## config.mk

```make
export PLATFORM = sky130hd
export DESIGN_NAME = tmds_word_aligner
export DESIGN_NICKNAME = d
export VERILOG_FILES = /design/src/rtl/tmds_pkg.sv /design/src/rtl/tmds_window_select.sv /design/src/rtl/tmds_word_aligner.sv
export SDC_FILE = /design/constraint.sdc
export NUM_CORES = 1
export LEC_CHECK = 0
export CORE_MARGIN = 3
export CORE_UTILIZATION = 45
export DETAILED_ROUTE_END_ITERATION = 7
export GPL_TIMING_DRIVEN = 0
export PLACE_DENSITY = 0.65
export SLEW_MARGIN = 5
export SYNTH_ARGS = -nofsm -noshare
export SYNTH_HDL_FRONTEND = slang
export SYNTH_SLANG_ARGS = --single-unit
```

## constraint.sdc

```tcl
create_clock -name i_clk -period 3.7 [get_ports i_clk]
set_clock_uncertainty 0.2 [all_clocks]
set_input_delay 0.74 -clock i_clk [delete_from_list [all_inputs] [get_ports i_clk]]
set_output_delay 0.74 -clock i_clk [all_outputs]
set_load 0.005 [all_outputs]
```

## src/rtl/tmds_pkg.sv

```systemverilog
// -----------------------------------------------------------------------------
// tmds_pkg
// Shared TMDS definitions for the receive word aligner, and later for the
// TMDS encoder and decoder.
//   SYMBOL_W / NUM_OFFSETS  : symbol width and number of candidate bit offsets
//   CTRL_TOKEN_xx           : the four 10-bit TMDS control tokens (C1,C0 = xx)
//   state_t                 : word-aligner state (SEARCH / LOCKED)
//   is_ctrl_token()         : true when a symbol is any control token
// -----------------------------------------------------------------------------
package tmds_pkg;

    localparam int SYMBOL_W    = 10;
    localparam int NUM_OFFSETS = 10;

    localparam logic [SYMBOL_W-1:0] CTRL_TOKEN_00 = 10'b1101010100;
    localparam logic [SYMBOL_W-1:0] CTRL_TOKEN_01 = 10'b0010101011;
    localparam logic [SYMBOL_W-1:0] CTRL_TOKEN_10 = 10'b0101010100;
    localparam logic [SYMBOL_W-1:0] CTRL_TOKEN_11 = 10'b1010101011;

    typedef enum logic {
        SEARCH = 1'b0,
        LOCKED = 1'b1
    } state_t;

    function automatic logic is_ctrl_token(input logic [SYMBOL_W-1:0] sym);
        return (sym == CTRL_TOKEN_00) || (sym == CTRL_TOKEN_01) ||
               (sym == CTRL_TOKEN_10) || (sym == CTRL_TOKEN_11);
    endfunction

endpackage

```

## src/rtl/tmds_window_select.sv

```systemverilog
// -----------------------------------------------------------------------------
// tmds_window_select
// Combinational 10-bit window extraction from two consecutive deserialized
// words, plus control-token detection on the extracted window.
//   cat    [19:0] : {current word, previous word}; bit 0 is earliest on wire
//   offset [3:0]  : bit offset of the window inside cat (0..9)
//   win    [9:0]  : cat[offset +: 10]
//   tok           : win is one of the four TMDS control tokens
// -----------------------------------------------------------------------------
module tmds_window_select
    import tmds_pkg::*;
(
    input  logic [2*SYMBOL_W-1:0] cat,
    input  logic [3:0]            offset,
    output logic [SYMBOL_W-1:0]   win,
    output logic                  tok
);

    // A right shift keeps the select in range for any offset encoding; only
    // 0..9 are ever applied, for which it equals cat[offset +: 10].
    assign win = SYMBOL_W'(cat >> offset);
    assign tok = is_ctrl_token(win);

endmodule

```

## src/rtl/tmds_word_aligner.sv

```systemverilog
// -----------------------------------------------------------------------------
// tmds_word_aligner
// Finds the TMDS word boundary in a raw 1:10 deserialized stream by hunting
// for runs of control tokens at each of the 10 bit offsets, then holds that
// offset until control tokens stop arriving for LOSS_TIMEOUT cycles.
//   i_clk          : parallel (pixel) clock
//   i_rst          : synchronous, active-high reset
//   i_data   [9:0] : raw deserialized word, bit 0 received first
//   o_data   [9:0] : aligned symbol, one cycle after the completing word
//   o_locked       : high while alignment is locked
//   o_offset [3:0] : bit offset currently applied (0..9)
// -----------------------------------------------------------------------------
module tmds_word_aligner
    import tmds_pkg::*;
#(
    parameter int LOCK_RUN       = 8,     // consecutive tokens to lock (2..255)
    parameter int SEARCH_TIMEOUT = 128,   // dwell per offset while searching
    parameter int LOSS_TIMEOUT   = 4096   // token-free cycles before unlock
) (
    input  logic                i_clk,
    input  logic                i_rst,
    input  logic [SYMBOL_W-1:0] i_data,
    output logic [SYMBOL_W-1:0] o_data,
    output logic                o_locked,
    output logic [3:0]          o_offset
);

    localparam int RUN_W  = $clog2(LOCK_RUN);
    localparam int TMO_W  = $clog2(SEARCH_TIMEOUT);
    localparam int IDLE_W = $clog2(LOSS_TIMEOUT);

    localparam logic [RUN_W-1:0]  RUN_LAST  = RUN_W'(LOCK_RUN - 1);
    localparam logic [TMO_W-1:0]  TMO_LAST  = TMO_W'(SEARCH_TIMEOUT - 1);
    localparam logic [IDLE_W-1:0] IDLE_LAST = IDLE_W'(LOSS_TIMEOUT - 1);

    state_t              state;
    state_t              state_next;
    logic [SYMBOL_W-1:0] prev;
    logic [SYMBOL_W-1:0] win;
    logic                tok;

    logic [RUN_W-1:0]    run_cnt;
    logic [RUN_W-1:0]    run_next;
    logic [TMO_W-1:0]    tmo_cnt;
    logic [TMO_W-1:0]    tmo_next;
    logic [IDLE_W-1:0]   idle_cnt;
    logic [IDLE_W-1:0]   idle_next;
    logic [3:0]          offset_next;
    logic                locked_next;

    logic                lock_hit;
    logic                search_tmo;
    logic                loss_hit;

    // The previous word sits in the low half: it holds the earlier bits.
    tmds_window_select u_window_select (
        .cat    ({i_data, prev}),
        .offset (o_offset),
        .win    (win),
        .tok    (tok)
    );

    // -------------------------------------------------------------------------
    // Next-state logic
    // -------------------------------------------------------------------------
    always_comb begin
        // NOTE: every signal assigned in this block gets a default first, so no
        // path can leave it unassigned and infer a latch.
        state_next = state;
        lock_hit   = 1'b0;
        search_tmo = 1'b0;
        loss_hit   = 1'b0;

        case (state)
            SEARCH: begin
                lock_hit   = tok && (run_cnt == RUN_LAST);
                // Lock wins over the dwell timeout in the same cycle.
                search_tmo = !lock_hit && (tmo_cnt == TMO_LAST);
                if (lock_hit) begin
                    state_next = LOCKED;
                end
            end
            LOCKED: begin
                loss_hit = !tok && (idle_cnt == IDLE_LAST);
                if (loss_hit) begin
                    state_next = SEARCH;
                end
            end
        endcase
    end

    // -------------------------------------------------------------------------
    // Counter / offset / flag update logic
    // -------------------------------------------------------------------------
    always_comb begin
        run_next    = run_cnt;
        tmo_next    = tmo_cnt;
        idle_next   = idle_cnt;
        offset_next = o_offset;
        locked_next = (state_next == LOCKED);

        case (state)
            SEARCH: begin
                if (lock_hit) begin
                    run_next  = '0;
                    tmo_next  = '0;
                    idle_next = '0;
                end else if (search_tmo) begin
                    offset_next = (o_offset == 4'(NUM_OFFSETS - 1)) ? 4'd0
                                                                    : o_offset + 4'd1;
                    run_next    = '0;
                    tmo_next    = '0;
                end else begin
                    run_next = tok ? run_cnt + 1'b1 : '0;
                    tmo_next = tmo_cnt + 1'b1;
                end
            end
            LOCKED: begin
                if (loss_hit) begin
                    // Offset is kept so the search resumes from the last lock.
                    run_next  = '0;
                    tmo_next  = '0;
                    idle_next = '0;
                end else if (tok) begin
                    idle_next = '0;
                end else begin
                    idle_next = idle_cnt + 1'b1;
                end
            end
        endcase
    end

    // -------------------------------------------------------------------------
    // State and datapath registers
    // -------------------------------------------------------------------------
    always_ff @(posedge i_clk) begin
        // NOTE: sequential state uses non-blocking assignments so every
        // register samples pre-edge values regardless of statement order.
        if (i_rst) begin
            state    <= SEARCH;
            prev     <= '0;
            o_data   <= '0;
            o_locked <= 1'b0;
            o_offset <= 4'd0;
            run_cnt  <= '0;
            tmo_cnt  <= '0;
            idle_cnt <= '0;
        end else begin
            state    <= state_next;
            prev     <= i_data;
            o_data   <= win;
            o_locked <= locked_next;
            o_offset <= offset_next;
            run_cnt  <= run_next;
            tmo_cnt  <= tmo_next;
            idle_cnt <= idle_next;
        end
    end

endmodule

```

# Word level (Yosys, flattened, before mapping)
# Index checks and enable logic that the tools add are counted.
# Widths: inputs -> output; s select.
# totals
register_bits	47
latchBits	0
ramBits	0
mem_bits_ro	0
inputBits	12
mem_count	0
# classes
add_sub_neg	4
n_mul	0
div	0
magnitude_cmp	0
n_eq_ne	10
n_shift	1
mux	20
bitwise	2
reduce_logical	9
# ops
operator	n
$mux 12	3
$pmux 12 s2	1
$mux 7	3
$eq 10x10->1 const B	2
$shr 20x4->10	1
$pmux 7 s2	1
$add 12x1->12 const B	1
$eq 12x12->1 const B	1
$mux 3	4
$eq 10x8->1 const B	1
$eq 10x9->1 const B	1
$add 7x1->7 const B	1
$eq 7x7->1 const B	1
$pmux 3 s2	1
$mux 1	5
$add 4x1->4 const B	1
$eq 4x4->1 const B	1
$mux 4	1
$add 3x1->3 const B	1
$eq 3x3->1 const B	1
$logic_and 1x1->1	3
$logic_or 1x1->1	3
$reduce_and 3->1	1
$logic_not 1->1	2
4 further kinds	5

# Logic depth before layout (Yosys ltp)
# depth
ltp_word	12
ltp_mapped	12
mapped_depth_nobuf	9

# Hierarchy
# A second synthesis with hierarchy kept.
# hier_totals
cells_unflattened	294
hier_area_um2	2808.9
# modules_own_cells
module	instances	cells_per_inst	area_per_inst_um2
tmds_word_aligner	1	205	1886.8
tmds_window_select	1	89	922.1

# Worst setup path after synthesis
# OpenSTA, ideal clock, no wires.
# synth_path
path_kind	input-to-reg
from	input port i_data[8]
to	register o_offset[2]
arrival_time_ns	2.950
t_required_ns	3.377
setup_slack_ns	0.427
path_stages	8
cell_sequence	mux4_2 -> mux4_2 -> inv_2 -> nand4_2 -> o32ai_4 -> a21oi_2 -> nand4_1 -> mux2_1
# synth_via
elab_chain_cells	10
# synth_rtl
element	line	text
from (decl)	tmds_word_aligner.sv:22	input logic [SYMBOL_W-1:0] i_data,
$shr 20x4->10 *	tmds_window_select.sv:21	assign win = SYMBOL_W'(cat >> offset);
$eq 10x10->1 or $eq 10x8->1 (tied branches)	tmds_pkg.sv:26	return (sym == CTRL_TOKEN_00) || (sym == CTRL_TOKEN_01) ||
$logic_or 1x1->1 (2 in a row)	tmds_pkg.sv:26	
$logic_or 1x1->1 *	tmds_pkg.sv:27	(sym == CTRL_TOKEN_10) || (sym == CTRL_TOKEN_11);
$logic_and 1x1->1 *	tmds_word_aligner.sv:76	lock_hit = tok && (run_cnt == RUN_LAST);
$logic_not 1->1	tmds_word_aligner.sv:78	search_tmo = !lock_hit && (tmo_cnt == TMO_LAST);
$logic_and 1x1->1	tmds_word_aligner.sv:78	
$mux 1	tmds_word_aligner.sv:74	case (state)
$reduce_and 3->1 (no source line) *	-	
to (signal assigned)	tmds_word_aligner.sv:153	o_offset <= offset_next;
to (decl)	tmds_word_aligner.sv:25	output logic [3:0] o_offset
# Mark *: on every way between the ends. The rest lies on a longest branch, timed or not.
# A chain may end at the register's enable or synchronous reset.

# Worst setup path in the final report
# layout_path
from	input port i_data[7]
to	register o_offset[2]
# The elaborated chain is that of the path after synthesis.

==> results.md <==
* Reg-to-reg setup timing slack at 0.37 ns
* PwrDens at 307 nW/µm²
* CP Class: in -> reg
* Setup Total Neg Slack at 0 ns
* End of the worst register-to-register path: o_offset[2]$_SDFFE_PP0P_
* Data arrival, critical path at 3.59 ns
* Worst Hold Endpoint: idle_cnt[11]$_SDFFE_PP0P_
* Worst EP required at 3.70 ns
* Share of the core filled with cells at 56.6%
* Total CTS buffers at 5
* Antenna violations before repair at 0
* Cell Area, Synth at 2830 µm²
* Ys flop type: dfxtp_1
* Die ar. at 7270 µm²
* Ys Warns at 0
* Tightest Pin Transition at 0.551 ns
* GR Overflow Total at 0
* Register area share after synthesis at 33.3%
* Hold Crit Start: idle_cnt[11]$_SDFFE_PP0P_
* CTS clk-pin slew, worst paths at 0.10 ns
* GRT Max-Usage Layer: met1
* WL/cell at 15.8 µm
* Area leader, netlist: dfxtp_1
* Syn-to-layout area delta at 20.0%
* Crit-path cells: clkdlybuf4s50_1 -> mux4_2 -> mux2i_4 -> mux2i_2 -> or4_4 -> o32ai_4 -> buf_12 -> a21oi_2 -> nand4_1 -> mux2_1
* Non-filler cells, final at 404
* Drt total wl at 6380 µm
* M2 GR Usage at 27.9%
* First-pass GRT wire length at 11200 µm
* Mapped Nets at 306
* Hold WS at 0.272 ns
* Core area at 5990 µm²
* # Max-Cap Violations at 0
* Synth cell types at 55
* Drt pass-1 iters at 4
* Placed Instances at 391
* WHS Path Cells at 1
* Share of the synthesized area in the top cell type at 33.3%
* CTS Sinks at 47
* Achievable Freq at 0.279 GHz
* RD Place Congestion at 0.910
* Synth Instances at 290
* Root buffer cell: clkbuf_8
* Crit. End Element: flop
* CP max-delay cell: or4_4
* Maximum VDD drop at 0.000241 V
* Status: finished clean
* Max_slew headroom at 63.1%
* Average cell area after synthesis at 9.74 µm²
* H-tree depth at 2
* Hold buffers post-CTS at 0
* Worst Setup Start Kind: input port
* Final setup violation count at 0
* Met3 usage at 3.11%
* CP peak stage delay at 0.55 ns
* Post-route minimum period at 3.58 ns
* CTS tree: built
* Slew Limit Fails at 0
* Leak at 1.27 nW
* Number of I/O port buffers at 26
* GRT Util Overall at 19.2%
* DRC viols at 0
* Clock Latency Late Sink at 0.31 ns
* Most frequent cell after synthesis: dfxtp_1
* Die height at 85.2 µm
* Largest net degree at the start of global routing at 16
* Vias per cell at 5.76
* # diodes at 0
* Hold WC Path Type: reg -> reg
* Final period utilization at 96.8%
* Synth area leaders: dfxtp_1 33%, mux4_2 13%, mux2i_1 6.4%
* Worst r2r src: o_offset[0]$_SDFFE_PP0P_
* GRT met1 Usage at 29.0%
* Pwr Total at 1.04 mW
* IO Pins at 27
* Nets at 344
* DRT antenna net count at 0
* Number of global-route vias before repair at 2217
* Worst Reg2Reg Path Length in Cells at 10
* Share of cells above drive strength 1 at 19.1%
* Num rows at 28
* CTS max path bufs at 2
* DRT iter0 DRCs at 142
* Dpl hpwl at 4640 µm
* Unrepaired setup endpoints after global routing: false
* DR vias at 2328
* Top cells by count, synth: 47 x dfxtp_1, 22 x nor2_1, 20 x nand2_1
* Number of synthesized flops with an enable pin at 0
* FFs w/ async S/R, synth at 0%
* Die W at 85.2 µm
* Final Hold Fails at 0
* #FFs+latches synth at 47
* Initial core utilization at 47.2%
* CP max FO at 8
==> worst max-delay path, delay by kind of cell <==
kind	cells	cell delay, ns
muxes	4	1.25
and+or+nand+nor	2	0.70
buffers and inverters	2	0.62
AOI/OAI and AO/OA	2	0.26
==> layer usage <==
layer / up-vias / wire, µm
met2: 57 / 2810
met3: 8 / 317
li1: 1149 / -
met4: 0 / 91
met1: 1114 / 3170
met5: - / 0
==> cell usage in the layout, fill, tap and decap left out, types with 4 or more instances in the layout <==
cell type and n:
a211oi_1 6, a21oi_1 14, a21oi_2 5, a22o_1 4, and2_1 4, and3_1 9, buf_4 7, clkbuf_1 5
clkbuf_8 6, clkdlybuf4s50_1 17, dfxtp_1 47, dlymetal6s2s_1 8, ha_1 4, inv_1 13, mux2_2 5, mux2i_1 16
mux4_2 16, nand2_1 20, nand3_1 15, nor2_1 22, nor2b_1 13, nor3_1 4, o21ai_0 6
==> repair_timing <==
action,CTS,global route
resized for setup,3,10
endpoints found under the setup margin,24,17
buffers inserted,1,4
pin swaps,2,1
cloned,0,0
==> worst max-delay path by stage <==
stage                                           to  slack (ns)  cells after the start      start
final                     o_offset[2]$_SDFFE_PP0P_        0.12                     10  i_data[7]
after global routing      o_offset[2]$_SDFFE_PP0P_        0.01                     10  i_data[7]
after CTS                  tmo_cnt[6]$_SDFFE_PP0P_       0.006                     11  i_data[2]
after detailed placement  o_offset[2]$_SDFFE_PP0P_       -0.53                      9  i_data[3]
after global placement    o_offset[2]$_SDFFE_PP0P_       -0.52                      9  i_data[3]
after floorplan           o_offset[2]$_SDFFE_PP0P_        0.43                      8  i_data[8]
==> layout make-up <==
cell class	count	area, µm²
buffer	16	97.6
clock buffer	6	82.6
clock inverter	2	38.8
fill	555	2600
inverter	15	56.3
multi-input combinational	212	1750
sequential	47	941
tap	75	93.8
timing repair buffer	31	329
==> sequential cells by signal, indices dropped and copies added, names as in the netlist <==
signal,cells
o_data,10
o_offset,4
idle_cnt,12
run_cnt,3
prev,10
state,1
tmo_cnt,7
==> kinds of logic (layout without fill, tap and decap cells) <==
kind of cell,count (synthesis),count (layout),synth area share (%)
buf+inv,31,70,5.45
flops,47,47,33.3
simple gates,104,104,19.9
xor+xnor,3,3,0.930
fa+ha+maj,4,4,1.77
mux,41,41,22.3
compound gates,60,60,16.3
==> where the power goes <==
| group | internal, mW | switching, mW | leakage (nW) |
|---|---|---|---|
| registers | 0.519 | 0.00653 | 0.384 |
| logic | 0.0540 | 0.0497 | 0.823 |
| clock network | 0.222 | 0.188 | 0.0618 |
| total | 0.795 | 0.244 | 1.27 |
==> per-stage QoR <==
stage	area, µm²	setup slack, ns
floorplan	2830	0.427
global placement	3180	-0.516
detailed placement	3180	-0.526
CTS	3330	0.00632
global route	3390	0.0138
finish	3390	0.119
Note: power is estimated with default switching activity, not from simulation.
